[src/rtl/asymdata_inbuf_if.sv]
// Narrow-producer-to-FIFO push bus for the asymmetric input buffer.
// The producer (master) drives subword requests and the FIFO full flag; the buffer (slave) returns the word strobe and status.
interface asymdata_inbuf_if #(
  parameter int in_width  = 8,
  parameter int out_width = 16
);
  // Handshake: a subword is taken on every rising edge where push_req_n=0, with no backpressure.
  // A completing push or flush with fifo_full=0 yields push_wd_n=0 for exactly one cycle, with data_out valid
  // in that cycle. With fifo_full=1 the request is dropped, the state is kept, and push_error is raised.
  logic                 push_req_n;
  logic                 flush_n;
  logic [in_width-1:0]  data_in;
  logic                 fifo_full;
  logic                 push_wd_n;
  logic [out_width-1:0] data_out;
  logic                 inbuf_full;
  logic                 part_wd;
  logic                 push_error;

  modport master (
    output push_req_n, flush_n, data_in, fifo_full,
    input  push_wd_n, data_out, inbuf_full, part_wd, push_error
  );

  modport slave (
    input  push_req_n, flush_n, data_in, fifo_full,
    output push_wd_n, data_out, inbuf_full, part_wd, push_error
  );
endinterface

[src/rtl/asymdata_inbuf.sv]
// Push-side asymmetric input buffer: packs K narrow subwords into one FIFO word.
// It can also flush a partially filled word.
module asymdata_inbuf #(
  parameter int in_width    = 8,
  parameter int out_width   = 16,
  parameter int err_mode    = 0,
  parameter int byte_order  = 0,
  parameter int flush_value = 0
) (
  input  logic clk_push,
  input  logic rst_push,
  input  logic init_push_n,
  asymdata_inbuf_if.slave bus
);
  localparam int K  = out_width / in_width;
  localparam int CW = (K > 1) ? $clog2(K) : 1;
  localparam logic [CW-1:0]        LAST     = CW'(K - 1);
  localparam logic [in_width-1:0]  FILL_SUB = (flush_value != 0) ? {in_width{1'b1}} : '0;
  localparam logic [out_width-1:0] FILL_WD  = (flush_value != 0) ? {out_width{1'b1}} : '0;

  logic [CW-1:0]        cnt_q, cnt_d;
  logic [out_width-1:0] acc_q, acc_d;
  logic                 push_wd_n_q, push_wd_n_d;
  logic [out_width-1:0] data_out_q, data_out_d;
  logic                 push_error_q, push_error_d;

  function automatic int slot_lsb(input int i);
    return (byte_order == 0) ? (out_width - (i + 1) * in_width) : (i * in_width);
  endfunction

  function automatic logic [out_width-1:0] put_slot(input logic [out_width-1:0] w,
                                                    input logic [CW-1:0] s,
                                                    input logic [in_width-1:0] d);
    logic [out_width-1:0] r;
    r = w;
    for (int i = 0; i < K; i++)
      if (CW'(i) == s) r[slot_lsb(i) +: in_width] = d;
    return r;
  endfunction

  // Slots s..K-1 have not been written yet, so they take the fill value.
  function automatic logic [out_width-1:0] fill_from(input logic [out_width-1:0] w,
                                                     input logic [CW-1:0] s);
    logic [out_width-1:0] r;
    r = w;
    for (int i = 0; i < K; i++)
      if (CW'(i) >= s) r[slot_lsb(i) +: in_width] = FILL_SUB;
    return r;
  endfunction

  logic push, flush;
  assign push  = ~bus.push_req_n;
  assign flush = ~bus.flush_n;

  always_comb begin
    cnt_d        = cnt_q;
    acc_d        = acc_q;
    push_wd_n_d  = 1'b1;
    data_out_d   = data_out_q;
    push_error_d = (err_mode != 0) ? 1'b0 : push_error_q;
    if (flush && cnt_q != '0) begin
      if (bus.fifo_full) begin
        push_error_d = 1'b1;
      end else begin
        data_out_d  = fill_from(acc_q, cnt_q);
        push_wd_n_d = 1'b0;
        // A subword arriving together with the flush starts the next word.
        if (push) begin
          acc_d = put_slot(FILL_WD, '0, bus.data_in);
          cnt_d = CW'(1);
        end else begin
          acc_d = FILL_WD;
          cnt_d = '0;
        end
      end
    end else if (push) begin
      if (cnt_q == LAST) begin
        if (bus.fifo_full) begin
          push_error_d = 1'b1;
        end else begin
          data_out_d  = put_slot(acc_q, cnt_q, bus.data_in);
          push_wd_n_d = 1'b0;
          acc_d       = FILL_WD;
          cnt_d       = '0;
        end
      end else begin
        acc_d = put_slot(acc_q, cnt_q, bus.data_in);
        cnt_d = cnt_q + CW'(1);
      end
    end
  end

  always_ff @(posedge clk_push) begin
    if (rst_push || !init_push_n) begin
      cnt_q        <= '0;
      acc_q        <= '0;
      push_wd_n_q  <= 1'b1;
      data_out_q   <= '0;
      push_error_q <= 1'b0;
    end else begin
      cnt_q        <= cnt_d;
      acc_q        <= acc_d;
      push_wd_n_q  <= push_wd_n_d;
      data_out_q   <= data_out_d;
      push_error_q <= push_error_d;
    end
  end

  assign bus.push_wd_n  = push_wd_n_q;
  assign bus.data_out   = data_out_q;
  assign bus.push_error = push_error_q;
  assign bus.inbuf_full = (cnt_q == LAST);
  assign bus.part_wd    = (cnt_q != '0);
endmodule
[src/flat_wrapper.sv]
// flat-port wrapper written by rule: the top's interface ports become plain ports
module asymdata_inbuf_flat 
#(
  parameter int in_width    = 8,
  parameter int out_width   = 16,
  parameter int err_mode    = 0,
  parameter int byte_order  = 0,
  parameter int flush_value = 0
)
  (clk_push, rst_push, init_push_n, bus_push_req_n, bus_flush_n, bus_data_in, bus_fifo_full, bus_push_wd_n, bus_data_out, bus_inbuf_full, bus_part_wd, bus_push_error);
  asymdata_inbuf_if #(.in_width(in_width), .out_width(out_width)) bus_i ();
  input  logic clk_push;
  input  logic rst_push;
  input  logic init_push_n;
  input wire logic [$bits(bus_i.push_req_n)-1:0] bus_push_req_n;
  input wire logic [$bits(bus_i.flush_n)-1:0] bus_flush_n;
  input wire logic [$bits(bus_i.data_in)-1:0] bus_data_in;
  input wire logic [$bits(bus_i.fifo_full)-1:0] bus_fifo_full;
  output wire logic [$bits(bus_i.push_wd_n)-1:0] bus_push_wd_n;
  output wire logic [$bits(bus_i.data_out)-1:0] bus_data_out;
  output wire logic [$bits(bus_i.inbuf_full)-1:0] bus_inbuf_full;
  output wire logic [$bits(bus_i.part_wd)-1:0] bus_part_wd;
  output wire logic [$bits(bus_i.push_error)-1:0] bus_push_error;
  assign bus_i.push_req_n = bus_push_req_n;
  assign bus_i.flush_n = bus_flush_n;
  assign bus_i.data_in = bus_data_in;
  assign bus_i.fifo_full = bus_fifo_full;
  assign bus_push_wd_n = bus_i.push_wd_n;
  assign bus_data_out = bus_i.data_out;
  assign bus_inbuf_full = bus_i.inbuf_full;
  assign bus_part_wd = bus_i.part_wd;
  assign bus_push_error = bus_i.push_error;
  asymdata_inbuf #(.in_width(in_width), .out_width(out_width), .err_mode(err_mode), .byte_order(byte_order), .flush_value(flush_value)) u_core (.clk_push(clk_push), .rst_push(rst_push), .init_push_n(init_push_n), .bus(bus_i));
endmodule
[config.mk]
export PLATFORM = sky130hd
export DESIGN_NAME = asymdata_inbuf_flat
export DESIGN_NICKNAME = d
export VERILOG_FILES = /design/src/rtl/asymdata_inbuf_if.sv /design/src/rtl/asymdata_inbuf.sv /design/src/flat_wrapper.sv
export SDC_FILE = /design/constraint.sdc
export NUM_CORES = 1
export LEC_CHECK = 0
export CORE_MARGIN = 2
export CORE_UTILIZATION = 42
export CTS_BUF_LIST = sky130_fd_sc_hd__clkbuf_8
export DETAILED_ROUTE_END_ITERATION = 8
export GPL_TIMING_DRIVEN = 0
export PLACE_DENSITY = 0.84
export SETUP_SLACK_MARGIN = 0.15
export SYNTH_ARGS = -nofsm -noshare
export SYNTH_HDL_FRONTEND = slang
export SYNTH_SLANG_ARGS = --single-unit
[constraint.sdc]
create_clock -name clk_push -period 1.25 [get_ports clk_push]
set_clock_uncertainty 0.05 [all_clocks]
set_input_delay 0.3125 -clock clk_push [delete_from_list [all_inputs] [get_ports clk_push]]
set_output_delay 0.3125 -clock clk_push [all_outputs]
set_load 0.02 [all_outputs]
==> results_dict.tcl, run 1 <==
set metrics [dict create \
    status "complete, but fails checks" \
    violations "setup timing" \
    clk_root_buffer_cell "clkbuf_8" \
    layout_commonest_cell "buf_6" \
    post-route-min-period_ps 1270 \
    yosys.area.top_type_share 0.526 \
    hold_start "bus_push_req_n" \
    finalSetupViolations 8 \
    clockBufferDepth 2 \
    die_h_um 53.5 \
    power_density_nw_per_um2 880 \
    clock_latency_ps 270 \
    p_leak_nw 0.677 \
    grt_max_degree 16 \
    fp.dieArea_um2 2860 \
    clk_pin_slew_ps 90 \
    final_antenna_net_count 0 \
    wire_per_inst_um 18.6 \
    ys_seq_area_frac 0.526 \
    die_x_um 53.5 \
    gp_congestion 0.850 \
    synth_edf_count 0 \
    most-common-layout-cells "28 x buf_6, 18 x dfxtp_2, 11 x buf_4, 10 x o21ai_2, 9 x a21oi_2" \
    finish.utilization 0.815 \
    antenna_found_initial 0 \
    power.total_mw 1.62 \
    worstSetupPathType "reg -> reg" \
    synth.top_cells.by_area "dfxtp_1 53%, o21ai_0 8.3%, a21oi_1 7.8%, a32o_1 7.8%, nand4_1 4.9%" \
    io_buffers 33 \
    cts_hold_buf 0 \
    ys_ff_latch 27 \
    drv_slew 0 \
    synth_top_area_cell "dfxtp_1" \
    cp_max_fo 8 \
    routed_via_density 5.93 \
    cp-end-kind "flip-flop" \
    num_vias 1115 \
    antenna_cells 0 \
    yosysUniqueCellTypes 19 \
    maxCapViolations 0 \
    design_area_um2 1840 \
    worst_pin_slew_ps 294 \
    cts_tree "done" \
    crit_arrival_ps 1390 \
    synth_top_flop_cell "dfxtp_1" \
    cts.sinks 27 \
    dp_slack_ps -706 \
    drc 0 \
    irDropWorstVdd_mv 0.657 \
    drtIter0Drc 13 \
    hold_viol_final 0 \
    crit_path_start "u_core.bus.inbuf_full" \
    ys_warn_count 0 \
    grt_pass1_vias 1149 \
    n_fill_cell 140 \
    syn2layout_area_growth_pct 78.7 \
    clock.fmax_mhz 787 \
    grt_first_pass_wirelength_mm 5.35 \
    grt-ovfl-total 0 \
    gr-usage-all-layers 0.260 \
    dpl_cell_area_um2 1420 \
    fin_ws_ps -20.2 \
    synth_area_um2 1030 \
    cp.required_ps 1370 \
    htreeDepth 1 \
    numCtsBuffers 3 \
    dp_hpwl_mm 1.98 \
    io_pins 34 \
    startpoint_type "flip-flop" \
    r2r-start "u_core.bus.inbuf_full" \
    async_flop_share 0 \
    syn_inst 108 \
    rows 17 \
    syn_nets 122 \
    core_um2 2250 \
    fin_nets 175 \
    syn_area_per_cell_um2 9.52 \
    rsz0062_at_grt "yes" \
    relSlewSlack 0.804 \
    wirelength_mm 3.50 \
    drive_above_1_share 0.669 \
    layout_worst_path_cycle_share 1.02 \
    start_util 0.456 \
    hp-class "in -> reg" \
    dr.pass1.iters 4 \
]
kinds of logic (layout without fill, tap and decap cells):
family / Yosys count / count (layout) / share of synthesized area
AO/OA/AOI/OAI: 44 / 44 / 0.270
buffers and inverters: 10 / 62 / 0.0499
AND/OR/NAND/NOR: 27 / 27 / 0.154
flip-flops: 27 / 27 / 0.526
cells in the mapped netlist (2+ instances only):
master     n
nor2b_1    3
nand4_1    8
clkbuf_1   2
nand2b_1   3
buf_2      5
o21ai_0   17
dfxtp_1   27
a32o_1     8
a21oi_1   16
buf_4      2
nand3_1    9
layer usage:
metal | wire length, um | GRT usage | vias up
met3 | 201 | 0.0452 | 8
li1 | - | - | 516
met1 | 1430 | 0.310 | 548
met5 | 0 | 0 | -
met4 | 57 | 0.120 | 0
met2 | 1810 | 0.449 | 43
state kept, by name (all words and copies together) (netlist names):
register / count
u_core.bus.push_wd_n: 1
u_core.acc_q: 8
u_core.bus.push_error: 1
u_core.bus.data_out: 16
u_core.bus.inbuf_full: 1
where the power goes:
part	leakage (nW)	internal [mW]	switching, mW
combinational	0.424	0.117	0.129
clock	0.0255	0.223	0.265
sequential	0.227	0.872	0.0117
critical path: stages (launching register included):
cell	delay, ps
dfxtp_4	370
buf_6	130
buf_6	110
a22o_4	280
a32o_1	240
timing repair:
action	4_1_cts	5_1_grt
setup buffers	10	3
resized for setup	181	37
endpoints found under the setup margin	47	45
pin swaps	25	3
gates cloned	2	0
worst paths after layout:
kind | end | cells after the start | slack, ps
setup / recovery | u_core.acc_q[9] | 4 | -20
hold / removal | u_core.bus.inbuf_full | 2 | 330
setup reg to reg | u_core.acc_q[9] | 4 | -20
hold reg to reg | u_core.bus.data_out[11] | 2 | 420
layout make-up:
class	instances	area [um2]	area share
buffer	10	88.8	0.0483
clock inverter	1	5.00	0.00272
sequential	27	567	0.308
clock buffer	3	41.3	0.0225
multi-input combinational	71	613	0.334
tap	28	35.0	0.0191
timing repair buffer	48	488	0.265
through the flow:
stage,std cells,hold WS [ps],setup TNS (ps)
floorplan,108,342,0
global placement,169,408,-14780
detailed placement,169,413,-16680
CTS,185,394,-8.45
global route,188,333,-849
finish,188,329,-79.4
(Power assumes the default switching activity.)
==> run 2, diff against run 1 <==
--- a/config.mk
+++ b/config.mk
@@ -5,12 +5,11 @@
 export SDC_FILE = /design/constraint.sdc
 export NUM_CORES = 1
 export LEC_CHECK = 0
-export CORE_MARGIN = 2
 export CORE_UTILIZATION = 42
 export CTS_BUF_LIST = sky130_fd_sc_hd__clkbuf_8
 export DETAILED_ROUTE_END_ITERATION = 8
 export GPL_TIMING_DRIVEN = 0
-export PLACE_DENSITY = 0.84
+export PLACE_DENSITY = 0.77
 export SETUP_SLACK_MARGIN = 0.15
 export SYNTH_ARGS = -nofsm -noshare
 export SYNTH_HDL_FRONTEND = slang
==> run 2 against run 1 <==
  * The flow still finishes with violations (setup timing)
  * Sequential power hardly changed
  * First-iteration DRC count up 69%
  * Power rose by 0.44%
  * Fmax shrank 3.1%
  * Hold slack got worse by 4.7 ps
  * Count of clock-buffer cells in the layout stayed put
  * Worst setup slack worse by 41 ps
  * Critical path type unchanged
  * Critical endpoint is now u_core.acc_q[15]
==> results_dict.tcl, run 2 (synthesis gave the netlist of run 1 again) <==
set metrics [dict create \
    irDropWorstVdd_mv 0.548 \
    gr-usage-all-layers 0.283 \
    num_vias 1178 \
    p_int_mw 1.21 \
    fin_nets 178 \
    core_um2 2250 \
    clock.fmax_mhz 763 \
    clockBufferDepth 2 \
    hold_end "u_core.bus.inbuf_full" \
    dr.pass1.iters 4 \
    p_leak_nw 0.706 \
    fin_ws_ps -61.3 \
    cp.required_ps 1370 \
    syn2layout_area_growth_pct 82.2 \
    largest_register_ffs 16 \
    relSlewSlack 0.804 \
    cp-end-kind "flip-flop" \
    design_area_um2 1870 \
    dp_slack_ps -665 \
    cts_hold_buf 0 \
    layout_worst_path_cycle_share 1.05 \
    power_density_nw_per_um2 867 \
    clock_power_share 0.304 \
    netSwitchingFraction 0.255 \
    grt-ovfl-total 0 \
    seq_area_um2 568 \
    hp-class "in -> reg" \
    tns_ps -464 \
    antenna_cells 0 \
    hold_viol_final 0 \
    finalSetupViolations 12 \
    startpoint_type "flip-flop" \
    rrSetupSlack_ps -60 \
    r2r-end "u_core.acc_q[15]" \
    clk_pin_slew_ps 90 \
    drv_slew 0 \
    die_x_um 51.5 \
    whs_path_depth 2 \
    clk_root_buffer_cell "clkbuf_8" \
    most-common-layout-cells "32 x buf_6, 16 x dfxtp_2, 12 x buf_4" \
    grt_first_pass_wirelength_mm 5.40 \
    worstSetupPathType "reg -> reg" \
    die_h_um 51.5 \
    io_pins 34 \
    maxCapViolations 0 \
    r2r_cells 5 \
    grt_max_degree 15 \
    wirelength_mm 3.68 \
    drtIter0Drc 22 \
    clock_latency_ps 270 \
    violations "setup timing" \
    dp_hpwl_mm 1.80 \
    io_buffers 33 \
    r2r-start "u_core.bus.inbuf_full" \
    rsz0062_at_grt "yes" \
    cts_tree "done" \
    power.switching_mw 0.414 \
    drc 0 \
    grt_pass1_vias 1116 \
    worst_pin_slew_ps 294 \
    start_util 0.456 \
    numCtsBuffers 3 \
    layout_commonest_cell "buf_6" \
    status "complete, but fails checks" \
    antenna_found_initial 0 \
    hold_start "bus_push_req_n" \
    comb_power_share 0.153 \
    cts.sinks 27 \
    cp_max_fo 8 \
    multi_input_area_um2 609 \
    fp.dieArea_um2 2650 \
    dpl_cell_area_um2 1420 \
    rows 17 \
    routed_via_density 6.17 \
    holdWs_ps 324 \
    power_frac_seq 0.543 \
    gp_congestion 0.753 \
    drive_above_1_share 0.656 \
    n_fill_cell 137 \
    final_antenna_net_count 0 \
    wire_per_inst_um 19.3 \
    crit_path_start "u_core.bus.inbuf_full" \
    post-route-min-period_ps 1310 \
    crit_arrival_ps 1430 \
    htreeDepth 1 \
]
-- run 2: cell count changes in the layout (fill, tap and decap cells not counted), moves of 2 or more --
cell / delta
a21oi_2: -2
clkbuf_8: -2
a21oi_1: +2
dfxtp_2: -2
buf_6: +4
o21ai_1: -2
o21ai_4: +2
-- run 2: power groups by stage --
stage               logic, mW  clock network, mW  registers [mW]
global placement        0.162                  0           0.900
global route            0.261              0.533           0.884
CTS                     0.229              0.485           0.883
floorplan              0.0761                  0           0.904
finish                  0.249              0.493           0.882
detailed placement      0.166                  0           0.900
-- run 2: worst max path at each step --
stage	to	slack [ps]	cells past startpoint
5_1_grt	u_core.acc_q[15]	-90	5
6_report	u_core.acc_q[15]	-60	5
4_1_cts	u_core.acc_q[11]	-40	5
3_5_place_dp	u_core.acc_q[11]	-670	4
3_3_place_gp	u_core.acc_q[10]	-620	4
2_1_floorplan	u_core.acc_q[10]	40	4
-- run 2: layout make-up --
class	instances	share of cell area
flip-flops and latches	27	0.303
clock inverters	1	0.00200
clock buffers	3	0.0220
repair buffers	51	0.274
multi-input cells	71	0.325
well taps	28	0.0187
plain buffers	10	0.0547
-- run 2: layer usage --
layer,GRT usage,share of wire,vias to the layer above
met5,0,0,-
met4,0.167,0.030,0
met3,0.0476,0.076,15
met2,0.468,0.50,72
met1,0.341,0.40,563
li1,-,-,528
-- run 2: critical path: stages (launching register included) --
cell and delay [ps]:
dfxtp_4 400, buf_6 120, nand2b_4 50, buf_6 110
a22o_4 250, a32o_1 230
-- run 2: repair_timing --
item / in CTS / in global routing
setup buffers: 10 / 6
setup endpoints to repair: 47 / 47
endpoints found under the hold margin: 0 / 0
gates resized for setup: 198 / 22
pin swaps: 34 / 8
gates cloned: 2 / 0
-- run 2: through the flow --
stage                     power (mW)   util  instances
after detailed placement        1.07  0.628        169
final                           1.62  0.831        191
after global placement          1.06  0.628        169
after global routing            1.68  0.831        191
after floorplan                0.980      -        108
after CTS                       1.60  0.789        185
